### src/rtl/banco_display_reader_pkg.sv
// Shared display constants and digit-state encoding for the bank display reader.
// Latency: n/a (constants and types only).
// Backpressure: n/a.
package banco_display_reader_pkg;

    // Active-low segment patterns, bit order gfedcba (bit 6 = g, bit 0 = a).
    localparam logic [6:0] SSEG_0     = 7'b1000000;
    localparam logic [6:0] SSEG_1     = 7'b1111001;
    localparam logic [6:0] SSEG_2     = 7'b0100100;
    localparam logic [6:0] SSEG_3     = 7'b0110000;
    localparam logic [6:0] SSEG_4     = 7'b0011001;
    localparam logic [6:0] SSEG_5     = 7'b0010010;
    localparam logic [6:0] SSEG_6     = 7'b0000010;
    localparam logic [6:0] SSEG_7     = 7'b1111000;
    localparam logic [6:0] SSEG_8     = 7'b0000000;
    localparam logic [6:0] SSEG_9     = 7'b0010000;
    localparam logic [6:0] SSEG_A     = 7'b0001000;
    localparam logic [6:0] SSEG_B     = 7'b0000011;
    localparam logic [6:0] SSEG_C     = 7'b1000110;
    localparam logic [6:0] SSEG_D     = 7'b0100001;
    localparam logic [6:0] SSEG_E     = 7'b0000110;
    localparam logic [6:0] SSEG_F     = 7'b0001110;
    localparam logic [6:0] SSEG_BLANK = 7'b1111111;

    // Active-low, one-hot-low digit anodes.
    localparam logic [3:0] AN_DIG0 = 4'b1110;
    localparam logic [3:0] AN_DIG1 = 4'b1101;
    localparam logic [3:0] AN_DIG2 = 4'b1011;
    localparam logic [3:0] AN_DIG3 = 4'b0111;
    localparam logic [3:0] AN_OFF  = 4'b1111;

    // Refresh FSM states: which digit is currently lit.
    typedef enum logic [1:0] {
        DIG0 = 2'd0,
        DIG1 = 2'd1,
        DIG2 = 2'd2,
        DIG3 = 2'd3
    } digit_t;

endpackage

### src/rtl/banco_display_reader_hex_to_sseg.sv
// Hex nibble to active-low 7-segment pattern (gfedcba).
// Latency: purely combinational, zero cycles.
// Backpressure: none; output follows input.
module hex_to_sseg
    import banco_display_reader_pkg::*;
(
    input  logic [3:0] hex,
    output logic [6:0] sseg
);

    // Straight table lookup; every nibble value has a glyph.
    always_comb begin
        sseg = SSEG_BLANK;
        unique case (hex)
            4'h0: sseg = SSEG_0;
            4'h1: sseg = SSEG_1;
            4'h2: sseg = SSEG_2;
            4'h3: sseg = SSEG_3;
            4'h4: sseg = SSEG_4;
            4'h5: sseg = SSEG_5;
            4'h6: sseg = SSEG_6;
            4'h7: sseg = SSEG_7;
            4'h8: sseg = SSEG_8;
            4'h9: sseg = SSEG_9;
            4'hA: sseg = SSEG_A;
            4'hB: sseg = SSEG_B;
            4'hC: sseg = SSEG_C;
            4'hD: sseg = SSEG_D;
            4'hE: sseg = SSEG_E;
            4'hF: sseg = SSEG_F;
        endcase
    end

endmodule

### src/rtl/banco_display_reader.sv
// Drives the register bank's two read ports (manual or auto-sweep) and shows data/addresses on a 4-digit 7-seg.
// Latency: sel change -> addr +1 cycle, data capture +2, segment output +3 (when that digit is lit).
// Backpressure: none; free-running display refresh, all outputs registered.
module banco_display_reader
    import banco_display_reader_pkg::*;
#(
    parameter int BIT_ADDR    = 3,
    parameter int BIT_DATO    = 4,
    parameter int REFRESH_DIV = 50000,
    parameter int SCAN_DWELL  = 50000000
) (
    input  logic                clk,
    input  logic                rst,
    input  logic                mode,
    input  logic [BIT_ADDR-1:0] selRa,
    input  logic [BIT_ADDR-1:0] selRb,
    output logic [BIT_ADDR-1:0] addrRa,
    output logic [BIT_ADDR-1:0] addrRb,
    input  logic [BIT_DATO-1:0] datOutRa,
    input  logic [BIT_DATO-1:0] datOutRb,
    output logic [6:0]          sseg,
    output logic [3:0]          an
);

    localparam int PW = $clog2(REFRESH_DIV) + 1;
    localparam int DW = $clog2(SCAN_DWELL) + 1;

    localparam logic [PW-1:0] PRESC_LAST = PW'(REFRESH_DIV - 1);
    localparam logic [DW-1:0] DWELL_LAST = DW'(SCAN_DWELL - 1);

    logic                modePrev;
    logic                modeRise;
    logic [BIT_ADDR-1:0] scan;
    logic [BIT_ADDR-1:0] scanNext;
    logic [DW-1:0]       dwell;
    logic [DW-1:0]       dwellNext;
    logic [PW-1:0]       prescaler;
    digit_t              digit;
    logic [BIT_DATO-1:0] datAQ;
    logic [BIT_DATO-1:0] datBQ;
    logic [3:0]          nibble;
    logic [6:0]          segPat;

    // Next scan/dwell: a manual->auto edge restarts the sweep and beats a same-cycle terminal count.
    always_comb begin
        modeRise  = mode & ~modePrev;
        scanNext  = scan;
        dwellNext = dwell + DW'(1);
        if (modeRise) begin
            scanNext  = '0;
            dwellNext = '0;
        end else if (dwell == DWELL_LAST) begin
            scanNext  = scan + BIT_ADDR'(1);
            dwellNext = '0;
        end
    end

    // Sweep state and read-address mux; in auto mode the address tracks the scan value it is entering.
    always_ff @(posedge clk) begin
        if (rst) begin
            modePrev <= 1'b0;
            scan     <= '0;
            dwell    <= '0;
            addrRa   <= '0;
            addrRb   <= '0;
        end else begin
            modePrev <= mode;
            scan     <= scanNext;
            dwell    <= dwellNext;
            if (mode) begin
                addrRa <= scanNext;
                addrRb <= scanNext + BIT_ADDR'(1);
            end else begin
                addrRa <= selRa;
                addrRb <= selRb;
            end
        end
    end

    // Capture the bank's combinational read data one cycle after the address is presented.
    always_ff @(posedge clk) begin
        if (rst) begin
            datAQ <= '0;
            datBQ <= '0;
        end else begin
            datAQ <= datOutRa;
            datBQ <= datOutRb;
        end
    end

    // Pick the value for the currently lit digit, zero-extended to a nibble.
    always_comb begin
        nibble = 4'(datAQ);
        unique case (digit)
            DIG0:    nibble = 4'(datAQ);
            DIG1:    nibble = 4'(datBQ);
            DIG2:    nibble = 4'(addrRa);
            DIG3:    nibble = 4'(addrRb);
            default: nibble = 4'(datAQ);
        endcase
    end

    hex_to_sseg u_hex (
        .hex  (nibble),
        .sseg (segPat)
    );

    // Refresh FSM: rotate the lit digit every REFRESH_DIV cycles; anode and segments registered from the current state.
    always_ff @(posedge clk) begin
        if (rst) begin
            prescaler <= '0;
            digit     <= DIG0;
            an        <= AN_OFF;
            sseg      <= SSEG_BLANK;
        end else begin
            if (prescaler == PRESC_LAST) begin
                prescaler <= '0;
                unique case (digit)
                    DIG0:    digit <= DIG1;
                    DIG1:    digit <= DIG2;
                    DIG2:    digit <= DIG3;
                    DIG3:    digit <= DIG0;
                    default: digit <= DIG0;
                endcase
            end else begin
                prescaler <= prescaler + PW'(1);
            end
            unique case (digit)
                DIG0:    an <= AN_DIG0;
                DIG1:    an <= AN_DIG1;
                DIG2:    an <= AN_DIG2;
                DIG3:    an <= AN_DIG3;
                default: an <= AN_OFF;
            endcase
            sseg <= segPat;
        end
    end

endmodule
### config.mk
export PLATFORM = sky130hd
export DESIGN_NAME = banco_display_reader
export DESIGN_NICKNAME = d
export VERILOG_FILES = /design/src/rtl/banco_display_reader_pkg.sv /design/src/rtl/banco_display_reader_hex_to_sseg.sv /design/src/rtl/banco_display_reader.sv
export SDC_FILE = /design/constraint.sdc
export NUM_CORES = 1
export LEC_CHECK = 0
export ABC_AREA = 1
export BUFFER_PORTS_ARGS = -buffer_cell sky130_fd_sc_hd__buf_4
export CAP_MARGIN = 15
export CORE_UTILIZATION = 59
export CTS_BUF_LIST = sky130_fd_sc_hd__clkbuf_4 sky130_fd_sc_hd__clkbuf_8 sky130_fd_sc_hd__clkbuf_16
export DETAILED_ROUTE_END_ITERATION = 12
export GPL_ROUTABILITY_DRIVEN = 0
export PLACE_DENSITY = 0.79
export RECOVER_POWER = 25
export SLEW_MARGIN = 0
export SYNTH_ARGS = -nofsm -noshare
export SYNTH_HDL_FRONTEND = slang
export SYNTH_HIERARCHICAL = 1
export SYNTH_SLANG_ARGS = --single-unit
export TNS_END_PERCENT = 50
### constraint.sdc
create_clock -name clk -period 2.45 [get_ports clk]
set_clock_uncertainty 0.1 [all_clocks]
set_input_delay 0.49 -clock clk [delete_from_list [all_inputs] [get_ports clk]]
set_output_delay 0.49 -clock clk [all_outputs]
set_load 0.01 [all_outputs]
==> out/summary.md, run 1 <==
In the post-synthesis netlist, the cell with the most instances is sky130_fd_sc_hd__nand2_1. In the final design database the tool counted 578 nets. Timing analysis after detailed placement gives a worst setup slack of 0.195 ns.

The horizontal die dimension works out to 80.9 µm. The worst setup path is captured at a register. Sequential share of the synthesized area: 40.9%. The proportion of netlist area held by the largest area contributor is 40.9%, and the number of antenna violations at the first check in global routing is 0. Summed over all layers, the global routing overflow is 0.

After synthesis the cells add up to 0.00367 mm². The synthesized netlist contains 37 unique library cells. Based on the critical path, the design can be clocked at up to 453 MHz.

In the routed layout, each cell is associated on average with a via count of 5.03. The antenna cell count is 0, and the actual transition at the worst max-transition pin is 0.935 ns. In this run the tool buffered the top-level ports with 33 buffer cells.

Number of buffers added by the clock tree synthesis step: 9. The setup violation total in the final timing report is 0, and the count of max-cap constraint violations is 0. The post-synthesis to final-layout area growth was 13.0%. The run gives 0 as the final count of hold timing violations. Counting stages on the worst path, the most repeated cell is sky130_fd_sc_hd__inv_1.

VDD sags by at most 556 µV. The longest individual stage delay on the worst path was 0.37 ns. Walking the worst path, the cells encountered are inv_1, ha_2, inv_1, nor2_1, a31oi_1, inv_1, ha_1, inv_1, nand2_1, nand3_1, nand2_1, or2_2. The clock tree root buffer cell is sky130_fd_sc_hd__clkbuf_8. The most used flip-flop cell after synthesis is sky130_fd_sc_hd__dfxtp_1.

The commonest cells after synthesis are sky130_fd_sc_hd__nand2_1, sky130_fd_sc_hd__nor2_1, sky130_fd_sc_hd__dfxtp_1, sky130_fd_sc_hd__inv_1, sky130_fd_sc_hd__a21oi_1. After layout, the worst path uses 90.1% of the clock period. The core region is 0.00596 mm². Summing over every cut layer, the via total after detailed routing is 3143. Summed over all failing endpoints, the final setup total negative slack is 0 ns. The number of synthesized flops with an enable pin came out at 0. In this run the worst hold path is classified as in -> reg. For the number of slew-limit violations in the final report, the log shows 0. Across every metal layer, demand over resource in global routing totals 23.5%. The highest fanout seen on the critical path is 7. TritonCTS built the clock tree. The clock reaches the later pin of the worst-skew pair after 0.34 ns. The clock sink total is 75, and the post-synthesis sequential element count is 75.

The analysis attributes to cell leakage a power of 1.70 nW. In this run the tightest slew margin relative to its limit is 37.6%. Kind of critical path: reg -> reg. The run gives 2.34 ns as the endpoint arrival time on the critical path. The number of buffers and inverters on the critical path is 4.

Counting along the longest clock path gives a buffer depth of 2. The tools report the routed wire length as 7.19 mm. The number of nets handed over by synthesis was 538. The detail route stage leaves a number of antenna-violating nets equal to 0. The total power per unit cell area is 563 mW/mm², and the number of buffers inserted by post-CTS setup repair is 0. From bottom edge to top edge, the die measures 80.9 µm. Setup repair after global routing left no endpoint under its margin. After synthesis, the cell types taking the most area are sky130_fd_sc_hd__dfxtp_1, sky130_fd_sc_hd__nand2_1, sky130_fd_sc_hd__nor2_1.

The number of global-route vias before repair is 2905, and the mean area per synthesized cell is 7.28 µm². The ratio of cells with drive above 1 in the final layout came out at 16.4%. The flow ran to the end, and the final reports show no timing, DRC or antenna violations. In this run the core area contains 28 standard-cell rows. The tools report the element type at the critical path start as a register.

After the first detailed-routing iteration, the DRC count stood at 135. Once routing completed, OpenROAD measured the worst setup slack at 0.242 ns. The top cell type by total area after synthesis was sky130_fd_sc_hd__dfxtp_1. Among all stages on the critical path, the largest delay is contributed by sky130_fd_sc_hd__dfxtp_1. At the worst endpoint, the required time is 2.58 ns.

In this run the number of H-tree levels came out at 3. The count of yosys warnings during synthesis is 6. The tools report the floorplan die area as 0.00655 mm².

The worst path needs 2.21 ns of the cycle, external delays included. The total power after layout came out at 0.00234 W. The CTS clock-pin slew for the worst setup and hold paths came out at 0.08 ns.

The pin count of the biggest net entering global routing was 24; the post-route DRC violation count was 0. The first global-routing pass estimated 12.0 mm of wire. In the synthesized netlist the async set-or-reset flop fraction comes to 0%.

The cell count after synthesis came out at 505. The first TritonRoute pass finished after 4 iterations. The wire length per cell is 11.5 µm, and the final HPWL from detailed placement is 5.51 mm. Pin placement for this block handled 34 I/O pins.

The starting density of the core came out at 61.7%. Among cell families on the critical path, the largest total delay comes from simple AND/OR/NAND/NOR gates.
==> metrics by stage <==
stage               utilization (%)  hold WS (ns)  instances  instance area, µm²
floorplan                         -         0.317        505                3670
global placement               67.2         0.330        609                4000
detailed placement             67.2         0.338        609                4000
CTS                            70.4         0.241        625                4190
global route                   69.7         0.238        625                4150
finish                         69.7         0.245        625                4150
==> cell usage in the layout (no fill, tap or decap), drive strengths merged <==
cell,n
buf,27
or2,13
clkinv,4
nor4,2
nor3b,3
o21ai,14
nand4,10
nor3,8
a21oi,28
ha,16
clkinvlp,1
xor2,12
a31oi,3
clkbuf,20
dfxtp,75
nand3,27
o31ai,1
o21a,3
bufinv,1
inv,67
a211oi,2
nand2,121
xnor2,4
nor2,87
nand3b,1
==> final timing paths <==
check	startpoint	slack, ns	to	cells past startpoint
worst max-delay path	digit[0]$_SDFFE_PP0P_	0.24	sseg[0]$_SDFF_PP1_	12
worst min-delay path	datOutRb[1]	0.24	datBQ[1]$_SDFF_PP0_	3
worst max register to register	digit[0]$_SDFFE_PP0P_	0.24	sseg[0]$_SDFF_PP1_	12
worst min register to register	dwell[0]$_SDFF_PP0_	0.35	dwell[0]$_SDFF_PP0_	1
==> sequential cells by signal, summed over array words and instances (netlist names) <==
register,cells
dwell,27
prescaler,17
sseg,7
an,4
datAQ,4
datBQ,4
addrRa,3
addrRb,3
scan,3
digit,2
modePrev,1
==> report_power, final <==
group / switching, W / leakage [nW] / internal (W)
sequential: 0.0000143 / 0.612 / 0.00125
combinational: 0.0000884 / 0.990 / 0.0000661
clock: 0.000456 / 0.0992 / 0.000467
==> cell type report <==
class,instances,area [µm²]
Clock buffer,9,124
Clock inverter,7,66.3
Fill cell,516,1800
Inverter,66,248
Multi-Input combinational cell,355,1870
Sequential cell,75,1500
Tap cell,75,93.8
Timing Repair Buffer,38,244
==> worst register-to-register path: cells and delay by family, from the launching register on <==
family	cells	cell delay, ns
buffers and inverters	4	0.47
DFF	1	0.37
and+or+nand+nor	5	0.51
AOI/OAI and AO/OA	1	0.19
adders and majority gates	2	0.47
==> timing repair <==
action                                  4_1_cts  5_1_grt
endpoints found under the setup margin        0        4
hold buffers                                  0        0
resized for setup                             0        2
==> routing by layer <==
metal / GRT usage, % / up-vias / wire [µm]
met5: 0 / - / 0
met4: 10.0 / 0 / 150
met3: 4.04 / 14 / 237
met2: 40.0 / 58 / 3450
met1: 29.0 / 1411 / 3350
li1: - / 1660 / -
==> cell families after synthesis <==
logic type	count (synthesis)	synth area share [%]
and+or+nand+nor	272	33.8
buffers and inverters	75	8.21
DFF	75	40.9
AOI/OAI and AO/OA	51	7.90
xor gates and xnor gates	16	3.81
adders and majority gates	16	5.45
No activity file was read; power rests on OpenSTA's default activity.
==> inputs of run 2 (changes only) <==
MAX_ROUTING_LAYER = met4   (was default)
==> run 2 against run 1 <==
Against the previous run:
- critical endpoint is now sseg[3]$_SDFF_PP1_
- highest routed layer unchanged
- hold slack improved by 0.0066 ns
- first-iteration DRC count grew 1.5%
- worst setup slack worse by 0.0039 ns
==> out/summary.md, run 2 (same netlist as run 1, synthesis figures left out) <==
The CTS clock-pin slew for the worst setup and hold paths is 0.08 ns. The tools report the post-placement worst setup slack as 0.195 ns. The run gives 0 as the post-route DRC violation count. For this design, the CTS-stage hold fixing added 0 buffers. The run gives 37.9% as the worst slew margin relative to its limit.

The logs give 0 for the setup violation total in the final timing report and 34 for the number of placed I/O pins. The number of global-route vias before repair was 2907; the longest individual stage delay on the worst path was 0.39 ns. Once detail routing completed, the nets flagged for antenna violations numbered 0.

The floorplan die area is 0.00655 mm². Setup repair after global routing left no endpoint under its margin. The final count of hold timing violations came out at 0. The first global-routing pass estimated 12.0 mm of wire. In the layout the commonest cells are sky130_fd_sc_hd__nand2_1, sky130_fd_sc_hd__nor2_1, sky130_fd_sc_hd__dfxtp_1. Entering global routing, the biggest net connects 24 pins. The leakage power of the design came out at 1.70 nW. The region available for standard cell placement spans 0.00596 mm².

Setup slack closes at 0.238 ns. The run finished with clean final reports. In the final layout, flip-flops and latches occupy 0.00150 mm². At the pin with the least slew margin, the transition time is 0.931 ns. Setup total negative slack on the finished layout was measured at 0 ns.

The run gives 0 as the antenna cell count. The number of antenna violations at the first check in global routing was 0. Among all stages on the critical path, the largest delay is contributed by sky130_fd_sc_hd__dfxtp_1. Of all nets on the critical path, the largest fanout is 7.

For the worst setup path, the data required time is 2.58 ns. For this run, the detailed router's first-pass iteration total came to 4. Post-cts repair resize count: 0. The endpoint class of the critical path was a register.

The area growth from synthesis to layout is 13.0%. Counting tap cells, the placed design contains a total of 609 instances. The tools report the number of buffers on the longest clock path as 2. The register with the most flip-flops in the layout has 27 of them. The total overflow left after global routing is 0.

STA classifies the critical path startpoint as a register. For this block, the initial DRC count from the detailed router was 137. TritonCTS built the clock tree. The clock tree synthesis step divided the H-tree into 3 levels.

The final critical path takes up 90.3% of the cycle. The count of cells in the finished layout, fillers not included, comes to 625. Most prevalent standard cell on the critical path: sky130_fd_sc_hd__inv_1.

Once the clock tree was built, the setup fixing pass inserted 0 buffers. The floorplan has 28 rows. Port buffering added 33 buffers. For this run, the post-layout net count is 578.

The largest registers in the layout are dwell (27), prescaler (17), sseg (7). The tool flagged a number of max-cap violations equal to 0. The die boundary height came out at 80.9 µm. Global routing used 24.2% of the available tracks. The kind of critical path is reg -> reg. The worst hold path belongs to the class in -> reg. The routed layout has 3145 vias. Fill cells in the final layout number 516. The endpoint arrival time on the critical path is 2.34 ns, and the routed wire length is 7.19 mm. The logs give 0.00187 mm² for the total area of multi-input combinational cells and 452 MHz for the highest achievable clock rate. The tools report the utilization of the core after routing as 69.7%.

The wire length per cell is 11.5 µm. The tools report the clock tree root buffer cell as sky130_fd_sc_hd__clkbuf_8. The horizontal die dimension is 80.9 µm.

The register with the most flip-flops was dwell. The worst-case vdd ir drop was 552 µV. The starting density of the core is 61.7%, and the minimum period implied by the final worst setup slack is 2.21 ns.

Clock latency on the worst-skew pair, taken at its later pin, is 0.34 ns. The library cell used most frequently in the layout, excluding fill and tap cells, is sky130_fd_sc_hd__nand2_1. In this run, CTS created clock tree buffers numbering 9.

The run gives 75 as the clock sink total. Traced cell by cell, the critical path runs through inv_1, ha_2, inv_1, nor2_1, a31oi_1, inv_1, ha_1, nand2_1, nand3_1, nand2_1, or2_2. The via-per-instance ratio came out at 5.03. The number of slew-limit violations in the final report was 0; the final HPWL from detailed placement was 5.51 mm.

Overall power consumption after layout is estimated at 0.00234 W. Cells with a size suffix above 1 make up 16.4% of the layout. Total power per unit cell area: 562 mW/mm².
## run 2: cell counts in the layout (fill, tap and decap cells not counted)
Identical to the previous run, type by type.
## run 2: area by class of cell
| type | instances | share of cell area [%] |
|---|---|---|
| clock buffer | 9 | 2.98 |
| clock inverter | 7 | 1.60 |
| inverter | 66 | 5.97 |
| multi-input combinational | 355 | 45.1 |
| sequential | 75 | 36.2 |
| tap | 75 | 2.26 |
| timing repair buffer | 38 | 5.88 |
## run 2: worst max-delay path, delay by kind of cell (launching register included)
family,cells,cell delay (ns)
and+or+nand+nor,5,0.50
DFF,1,0.39
buffers and inverters,3,0.37
adders and majority gates,2,0.56
AOI/OAI and AO/OA,1,0.19
## run 2: report_power, final
part           internal (W)  switching (W)
combinational     0.0000661      0.0000882
sequential          0.00125      0.0000145
clock              0.000467       0.000451
total               0.00178       0.000554
## run 2: through the flow
stage               area (µm²)  hold WS (ns)
floorplan                 3670         0.317
global placement          4000         0.330
detailed placement        4000         0.338
CTS                       4190         0.241
global route              4150         0.238
finish                    4150         0.252
## run 2: layer usage
layer / GRT usage, % / up-vias / wire, µm
li1: - / 1660 / -
met1: 29.0 / 1417 / 3390
met2: 40.0 / 51 / 3430
met3: 4.04 / 17 / 209
met4: 10.0 / 0 / 154
met5: - / - / 0
## run 2: path summary, 6_finish.rpt
path                              start                  end  slack, ns  cells after the start
hold reg to reg     dwell[0]$_SDFF_PP0_  dwell[0]$_SDFF_PP0_       0.35                      1
setup / recovery  digit[1]$_SDFFE_PP0P_   sseg[3]$_SDFF_PP1_       0.24                     11
hold / removal              datOutRb[1]  datBQ[1]$_SDFF_PP0_       0.25                      3
setup reg to reg  digit[1]$_SDFFE_PP0P_   sseg[3]$_SDFF_PP1_       0.24                     11
